$ cat src/rtl/mult_pkg.sv
// -----------------------------------------------------------------------------
// mult_pkg
// Shared types for the sequential radix-4 Booth multiplier.
//   state_t       : controller states (IDLE, RUN, DONE)
//   booth_digit_t : recoded Booth digit as {neg, two, zero} control bits
//   iter_count()  : radix-4 iterations needed for a width-bit operand pair
// Optional feature macro used by the multiplier: MULT_OVF_EN.
// -----------------------------------------------------------------------------
package mult_pkg;

   typedef enum logic [1:0] {
      IDLE = 2'd0,
      RUN  = 2'd1,
      DONE = 2'd2
   } state_t;

   // zero : digit is 0 (neg and two are don't-care)
   // two  : magnitude is 2 instead of 1
   // neg  : digit is negative
   typedef struct packed {
      logic neg;
      logic two;
      logic zero;
   } booth_digit_t;

   // Operands are extended by two bits, so (width+2)/2 digits cover them.
   function automatic int iter_count(input int width);
      return width / 2 + 1;
   endfunction

endpackage

$ cat src/rtl/booth_recoder.sv
// -----------------------------------------------------------------------------
// booth_recoder
// Combinational radix-4 Booth recoder: three overlapping multiplier bits
// {b[i+1], b[i], b[i-1]} become a digit in {-2, -1, 0, +1, +2}.
// Ports:
//   bits  in  3  {b[i+1], b[i], b[i-1]}
//   neg   out 1  digit is negative
//   two   out 1  digit magnitude is 2
//   zero  out 1  digit is zero
// -----------------------------------------------------------------------------
module booth_recoder (
   input  logic [2:0] bits,
   output logic       neg,
   output logic       two,
   output logic       zero
);

   // 000 and 111 both recode to 0; 011 -> +2 and 100 -> -2.
   assign zero = (bits == 3'b000) || (bits == 3'b111);
   assign two  = (bits == 3'b011) || (bits == 3'b100);
   assign neg  = bits[2] & ~zero;

endmodule

$ cat src/rtl/mult_booth_seq.sv
// -----------------------------------------------------------------------------
// mult_booth_seq
// Sequential radix-4 Booth multiplier, WIDTH x WIDTH -> 2*WIDTH, signed or
// unsigned. One iteration per clock in RUN; result is registered and held
// until the next accepted operation completes.
// Optional feature: define MULT_OVF_EN to add the registered overflow output.
// Ports:
//   clk         in   1         rising-edge clock
//   reset       in   1         synchronous, active-high reset
//   start       in   1         request; operands sampled when accepted
//   is_signed   in   1         1 = two's-complement, 0 = unsigned
//   op_a        in   WIDTH     multiplicand
//   op_b        in   WIDTH     multiplier
//   busy        out  1         operation in progress (RUN)
//   result      out  2*WIDTH   held product
//   result_rdy  out  1         one-cycle pulse when result becomes valid
//   overflow    out  1         (MULT_OVF_EN) product does not fit in WIDTH bits
// -----------------------------------------------------------------------------
module mult_booth_seq
   import mult_pkg::*;
#(
   parameter int WIDTH = 32
) (
   input  logic               clk,
   input  logic               reset,
   input  logic               start,
   input  logic               is_signed,
   input  logic [WIDTH-1:0]   op_a,
   input  logic [WIDTH-1:0]   op_b,
   output logic               busy,
   output logic [2*WIDTH-1:0] result,
`ifdef MULT_OVF_EN
   output logic               result_rdy,
   output logic               overflow
`else
   output logic               result_rdy
`endif
);

   localparam int ITER  = iter_count(WIDTH);
   localparam int CNT_W = $clog2(ITER);
   localparam int EW    = WIDTH + 2;      // extended operand width
   localparam int AW    = 2 * WIDTH + 4;  // accumulator width

   state_t             state_q, state_d;
   logic [CNT_W-1:0]   cnt_q;
   logic [EW-1:0]      a_q;
   logic [AW-1:0]      acc_q, acc_next;
   logic               b_prev_q;
   logic [2*WIDTH-1:0] result_q;
   logic               load, step, last;

   booth_digit_t       digit;
   logic [EW+1:0]      hi_ext, mag, sum;
   logic [EW-1:0]      a_ext, b_ext;

   // Sign- or zero-extend so one signed datapath serves both modes.
   assign a_ext = is_signed ? {{2{op_a[WIDTH-1]}}, op_a} : {2'b00, op_a};
   assign b_ext = is_signed ? {{2{op_b[WIDTH-1]}}, op_b} : {2'b00, op_b};

   assign last = (cnt_q == CNT_W'(ITER - 1));

   booth_recoder u_recoder (
      .bits ({acc_q[1], acc_q[0], b_prev_q}),
      .neg  (digit.neg),
      .two  (digit.two),
      .zero (digit.zero)
   );

   // Accumulator layout: {upper partial product (EW bits), multiplier (EW bits)}.
   // The add is done two bits wider so the +/-2A step cannot wrap before the
   // arithmetic shift by 2 brings it back into EW bits.
   assign hi_ext   = {{2{acc_q[AW-1]}}, acc_q[AW-1:EW]};
   assign mag      = digit.zero ? '0 :
                     digit.two  ? {a_q[EW-1], a_q, 1'b0} :
                                  {{2{a_q[EW-1]}}, a_q};
   assign sum      = digit.neg ? (hi_ext - mag) : (hi_ext + mag);
   assign acc_next = {sum, acc_q[EW-1:2]};

   // Controller: next state and strobes.
   always_comb begin
      // NOTE: every output gets a default first, so no path infers a latch.
      state_d    = state_q;
      load       = 1'b0;
      step       = 1'b0;
      busy       = 1'b0;
      result_rdy = 1'b0;
      unique case (state_q)
         IDLE: begin
            if (start) begin
               load    = 1'b1;
               state_d = RUN;
            end
         end
         RUN: begin
            busy = 1'b1;
            step = 1'b1;  // start is ignored here
            if (last) state_d = DONE;
         end
         DONE: begin
            result_rdy = 1'b1;
            if (start) begin
               load    = 1'b1;
               state_d = RUN;
            end else begin
               state_d = IDLE;
            end
         end
         default: state_d = IDLE;
      endcase
   end

`ifdef MULT_OVF_EN
   logic                sign_q;
   logic                ovf_q;
   logic                ovf_next;
   logic [2*WIDTH-1:0]  prod;
   logic [WIDTH:0]      prod_top_s;

   assign prod       = acc_next[2*WIDTH-1:0];
   assign prod_top_s = prod[2*WIDTH-1:WIDTH-1];
   assign ovf_next   = sign_q ? !((&prod_top_s) || !(|prod_top_s))
                              : (|prod[2*WIDTH-1:WIDTH]);
   assign overflow   = ovf_q;

   always_ff @(posedge clk) begin
      if (reset) begin
         sign_q <= 1'b0;
         ovf_q  <= 1'b0;
      end else begin
         if (load) sign_q <= is_signed;
         if (step && last) ovf_q <= ovf_next;
      end
   end
`endif

   always_ff @(posedge clk) begin
      // NOTE: non-blocking assignments so every register sees pre-edge values.
      if (reset) begin
         state_q  <= IDLE;
         cnt_q    <= '0;
         a_q      <= '0;
         acc_q    <= '0;
         b_prev_q <= 1'b0;
         result_q <= '0;
      end else begin
         state_q <= state_d;
         if (load) begin
            a_q      <= a_ext;
            acc_q    <= {{EW{1'b0}}, b_ext};
            b_prev_q <= 1'b0;
            cnt_q    <= '0;
         end else if (step) begin
            acc_q    <= acc_next;
            b_prev_q <= acc_q[1];
            cnt_q    <= cnt_q + 1'b1;
            if (last) result_q <= acc_next[2*WIDTH-1:0];
         end
      end
   end

   assign result = result_q;

endmodule

$ cat config.mk
export PLATFORM = sky130hd
export DESIGN_NAME = mult_booth_seq
export DESIGN_NICKNAME = d
export VERILOG_FILES = /design/src/rtl/mult_pkg.sv /design/src/rtl/booth_recoder.sv /design/src/rtl/mult_booth_seq.sv
export SDC_FILE = /design/constraint.sdc
export NUM_CORES = 1
export LEC_CHECK = 0
export ABC_CLOCK_PERIOD_IN_PS = 7600
export BUFFER_PORTS_ARGS = -buffer_cell sky130_fd_sc_hd__buf_2
export CAP_MARGIN = 40
export CELL_PAD_IN_SITES_DETAIL_PLACEMENT = 1
export CELL_PAD_IN_SITES_GLOBAL_PLACEMENT = 1
export CORE_ASPECT_RATIO = 0.8
export CORE_MARGIN = 2
export CORE_UTILIZATION = 43
export DETAILED_ROUTE_END_ITERATION = 8
export PLACE_DENSITY = 0.83
export SLEW_MARGIN = 20
export SYNTH_ARGS = -nofsm -noshare
export SYNTH_HDL_FRONTEND = slang
export SYNTH_SLANG_ARGS = --single-unit
$ cat constraint.sdc
create_clock -name clk -period 7.6 [get_ports clk]
set_input_delay 0.38 -clock clk [delete_from_list [all_inputs] [get_ports clk]]
set_output_delay 0.38 -clock clk [all_outputs]
set_load 0.05 [all_outputs]
# Word level (Yosys, flattened, before mapping)
# Index checks and enable logic that the tools add are counted.
# classes
bitwise	3
shifts	0
n_mux	15
mul	0
addsub	3
eq_ne	8
reduce_logical	9
div	0
magnitude_cmp	0
# op_table
op	count
$mux W34	5
$mux W36	2
$add A36 B36 Y36	1
$sub A36 B36 Y36	1
$eq A3 B3 Y1 const B	2
$pmux W2 S3	1
$add A5 B1 Y5 const B	1
$eq A5 B5 Y1 const B	1
$mux W1	5
$mux W2	2
$ne A2 B2 Y1 const B	2
$reduce_or A2 Y1	2
$eq A3 B2 Y1 const B	1
$logic_not A3 Y1	1
$reduce_and A3 Y1	1
$eq A2 B1 Y1 const B	1
$eq A2 B2 Y1 const B	1
$logic_not A2 Y1	1
$logic_or A1 B1 Y1	2
$not A1 Y1	2
$reduce_and A2 Y1	1
$reduce_bool A2 Y1	1
$and A1 B1 Y1	1
# totals
output_inout_bits	66
inputBits	68
rom_bits	0
word_cells	45
regBits	174
mem_count	0
mem_bits_rw	0
latchBits	0

# Depth between registers and ports, before layout
# logic_depth
word_depth	8
mapped_depth	28
ltp_nobuf	24

# By module
# From an unflattened synthesis, not the netlist that was laid out.
# unflattened
hier_cells	1315
hier_area_um2	9745.6
# modules_own_cells
module	area_per_inst_um2	instances	seq_area_each_um2	cells_per_inst
mult_booth_seq	9708.1	1	3463.3	1308
booth_recoder	37.5	1	0.0	7

# Worst setup path before layout
# OpenSTA, ideal clock, no wires.
# synth_timing
kind	flip-flop to flip-flop
startpoint	register b_prev_q
endpoint	register acc_q[65]
path_stages_with_launch	29
setup_ns	0.116
slack_ns	2.290
arrival_ns	5.194
cell_sequence	dfxtp_1 buf_2 inv_1 clkbuf_1 buf_1 a21oi_1 buf_2 mux2i_1 nor2_1 inv_1 ha_1 inv_1 a211oi_4 o22ai_2 or4_4 or3_4 nor2_4 xnor2_1 ha_1 clkbuf_1 a21o_1 a21oi_1 o21bai_1 a21o_1 a21oi_1 o31ai_1 a21oi_1 mux2i_1 nor2_1
# synth_via
elab_chain_len	6
word_cells_on_any_way	13
classes_between	2 x add/sub; 3 x eq/ne; 3 x mux; 2 x bitwise; 3 x reduce/logical
# synth_lines
element	line	rtl
start, declared	mult_booth_seq.sv:49	logic b_prev_q;
start signal, assigned	mult_booth_seq.sv:155	b_prev_q <= acc_q[1];
$eq A3 B2 Y1 / $eq A3 B3 Y1 (equally long branches)	booth_recoder.sv:20	assign two = (bits == 3'b011) || (bits == 3'b100);
$logic_or A1 B1 Y1	booth_recoder.sv:20	
$mux W34	mult_booth_seq.sv:75	digit.two ? {a_q[EW-1], a_q, 1'b0} :
$mux W36	mult_booth_seq.sv:74	assign mag = digit.zero ? '0 :
$add A36 B36 Y36 / $sub A36 B36 Y36 (equally long branches)	mult_booth_seq.sv:77	assign sum = digit.neg ? (hi_ext - mag) : (hi_ext + mag);
$mux W36 *	mult_booth_seq.sv:77	
end signal, assigned	mult_booth_seq.sv:150	acc_q <= {{EW{1'b0}}, b_ext};
end signal, assigned	mult_booth_seq.sv:154	acc_q <= acc_next;
end, declared	mult_booth_seq.sv:48	logic [AW-1:0] acc_q, acc_next;
# Every way passes the cells marked *; elsewhere a longest branch is shown, timed or not.
# A chain may end at the register's enable or synchronous reset.

# Final worst setup path
# Same ends and word-level chain as after synthesis.

==> metrics <==
Clock Sinks 173; layout cells sized above 1 15.0%; final antenna-violating net count 0; residual DRC count 0; Critical Path AT 6.16 ns; Root Driver clkbuf_16; Maximum Capacitance Violations 0; Synth Flop Type dfxtp_1; post-synthesis cell type count 68; final count of hold timing violations 0; GP Congestion 0.957; synth top area cells dfxtp_1, nand2_1, a21oi_1; GRT Total Usage 27.6%; number of enable flip-flop cells after synthesis 0; element type at the critical path end flip-flop; period utilisation layout 76.7%; std cell rows 50; Hold Crit Class in2reg; power per cell area 261 nW/um^2; Syn-to-layout area delta 14.6%; die area 24700 um^2; Hold Slack 0.173 ns; Syn Inst Count 1360; Reg clk slew, reported paths 0.08 ns; First DRT Iteration DRCs 726; worst slew pin tran 0.902 ns; antenna violations before repair 0; largest family of logic cells by synthesized area compound AO/OA/AOI/OAI gates; Final setup viols 0; crit start category flip-flop; Worst path top cell family by delay simple AND/OR/NAND/NOR gates; proportion of synthesized area in mux cells 2.46%; Mapped Area 10100 um^2; first-pass detailed-route iteration total 5; DP Area 10900 um^2; Initial Util 43.4%; Syn Nets 1467; CP required 7.94 ns; post-synthesis xor/xnor area fraction 5.38%; Post-CTS Setup Bufs 0; I/O Pins 134; Via Count 10300; Setup TNS Final 0 ns; Crit Path Category reg2reg; placed cells 1725; CTS H-tree lvls 4; hpwl dp 24100 um; worst-path fanout max 19; Max VDD drop 150 uV; Compound-Gate Fraction of Synth Area 26.8%; Crit path largest cell delay 0.68 ns; non-filler cells, final 1758; Post-CTS Hold Fix Bufs 0; RSZ-0062 raised after global routing false; FMAX 172 MHz; Clock Skew 0.0106 ns; Synth Area in Adders 5.41%; later-pin clock latency in the skew report 0.44 ns; TritonCTS buffer count 17; fin util 49.8%; ANT cells 0; Yosys Warn Count 0; post_cts resized 0; normalized max-slew margin 39.9%; most frequent cells in the layout nand2_1, a21oi_1, dfxtp_1; outcome completed; WL/cell 19.4 um; largest net degree at the start of global routing 79; Port Buffers 133; Slowest cell on crit path dfxtp_1; Clock Tree Buf Depth 2; post-synthesis sequential area ratio 34.4%; vias in the first global route 10300; synthesized area per cell 7.41 um^2; leading cell type in the layout, fill and taps excluded nand2_1; Yosys top cell area share 34.4%; first-pass GRT wire length 54800 um; final net count 1541; largest area contributor in the netlist dfxtp_1; #FFs+latches synth 173; min Tclk post-route 5.83 ns; Slew Limit Fails 0; GRT overflow 0; CTS tree yes; die width 175 um; Core ar. 23200 um^2; simple-gate portion of the synthesized area 20.4%; Leakage 4.73 nW; final instance area 11500 um^2; aggregate routed wire length 34200 um; die height 141 um; Worst Path Buf+Inv 3; Async SR Flop Fraction 0%; Vias/cell 5.84
-- layer usage --
| metal | up-vias | part of all wire [%] | track usage [%] |
|---|---|---|---|
| li1 | 4894 | - | - |
| met1 | 5036 | 45 | 37.2 |
| met2 | 270 | 46 | 44.7 |
| met3 | 67 | 5.2 | 4.37 |
| met4 | 0 | 3.0 | 9.78 |
| met5 | - | 0 | 0 |
-- final timing paths --
path                            cells after the start        from  slack [ns]    endpoint
worst max register to register                     25    b_prev_q        1.77   acc_q[65]
worst min register to register                      2  result[46]        0.45  result[46]
worst min-delay path                                3    op_a[10]        0.17     a_q[10]
worst max-delay path                               25    b_prev_q        1.77   acc_q[65]
-- cell type report --
| cell class | count | area (um^2) |
|---|---|---|
| well taps | 312 | 390 |
| fillers | 2923 | 11700 |
| multi-input cells | 1053 | 6120 |
| clock inverters | 14 | 151 |
| clock buffers | 17 | 425 |
| inverters | 33 | 124 |
| repair buffers | 156 | 873 |
| flip-flops and latches | 173 | 3460 |
-- state kept, by name, indices dropped and copies added, names as in the netlist --
name,count
b_prev_q,1
result,64
acc_q,68
state_q,2
cnt_q,5
a_q,33
-- synth_stat cells (4+ instances only) --
cell type and count:
nand2_1 317, a21oi_1 220, dfxtp_1 173, clkbuf_1 81
nor2_1 80, o21ai_0 60, ha_1 38, xnor2_1 35
a22oi_1 33, inv_1 32, xor2_1 25, a21o_1 22
a221oi_1 20, mux2i_1 18, nand3_1 18, buf_1 12
a211oi_1 10, nand2b_1 9, nand4_1 9, a221o_1 8
o21bai_1 8, or2_2 8, buf_2 7, nand3b_1 7
nor2b_1 7, o22ai_1 7, mux2_2 6, o21a_1 6
o31a_1 6, o31ai_1 6, a31oi_1 5, and2_1 5
maj3_1 5, and4_1 4, nor3_1 4, or3_1 4
-- stage by stage --
stage,setup WS (ns),power (W)
after floorplan,2.29,0.00181
after global placement,2.06,0.00209
after detailed placement,1.85,0.00211
after CTS,1.82,0.00300
after global routing,1.32,0.00317
final,1.77,0.00301
-- cells by family (layout without fill, tap and decap cells) --
group | count (synthesis) | in the layout
buf+inv | 134 | 220
xor+xnor | 61 | 61
simple gates | 482 | 482
mux | 24 | 24
fa+ha+maj | 44 | 44
compound gates | 442 | 442
flops | 173 | 173
-- report_power, final --
| group | internal, W | switching, W |
|---|---|---|
| combinational | 0.000415 | 0.000710 |
| sequential | 0.000953 | 0.0000510 |
| clock | 0.000437 | 0.000443 |
-- worst min-delay path, stage by stage --
cell and delay (ns):
buf_2 0.09, nand2_1 0.04, a21oi_1 0.05
(Power assumes the default switching activity.)
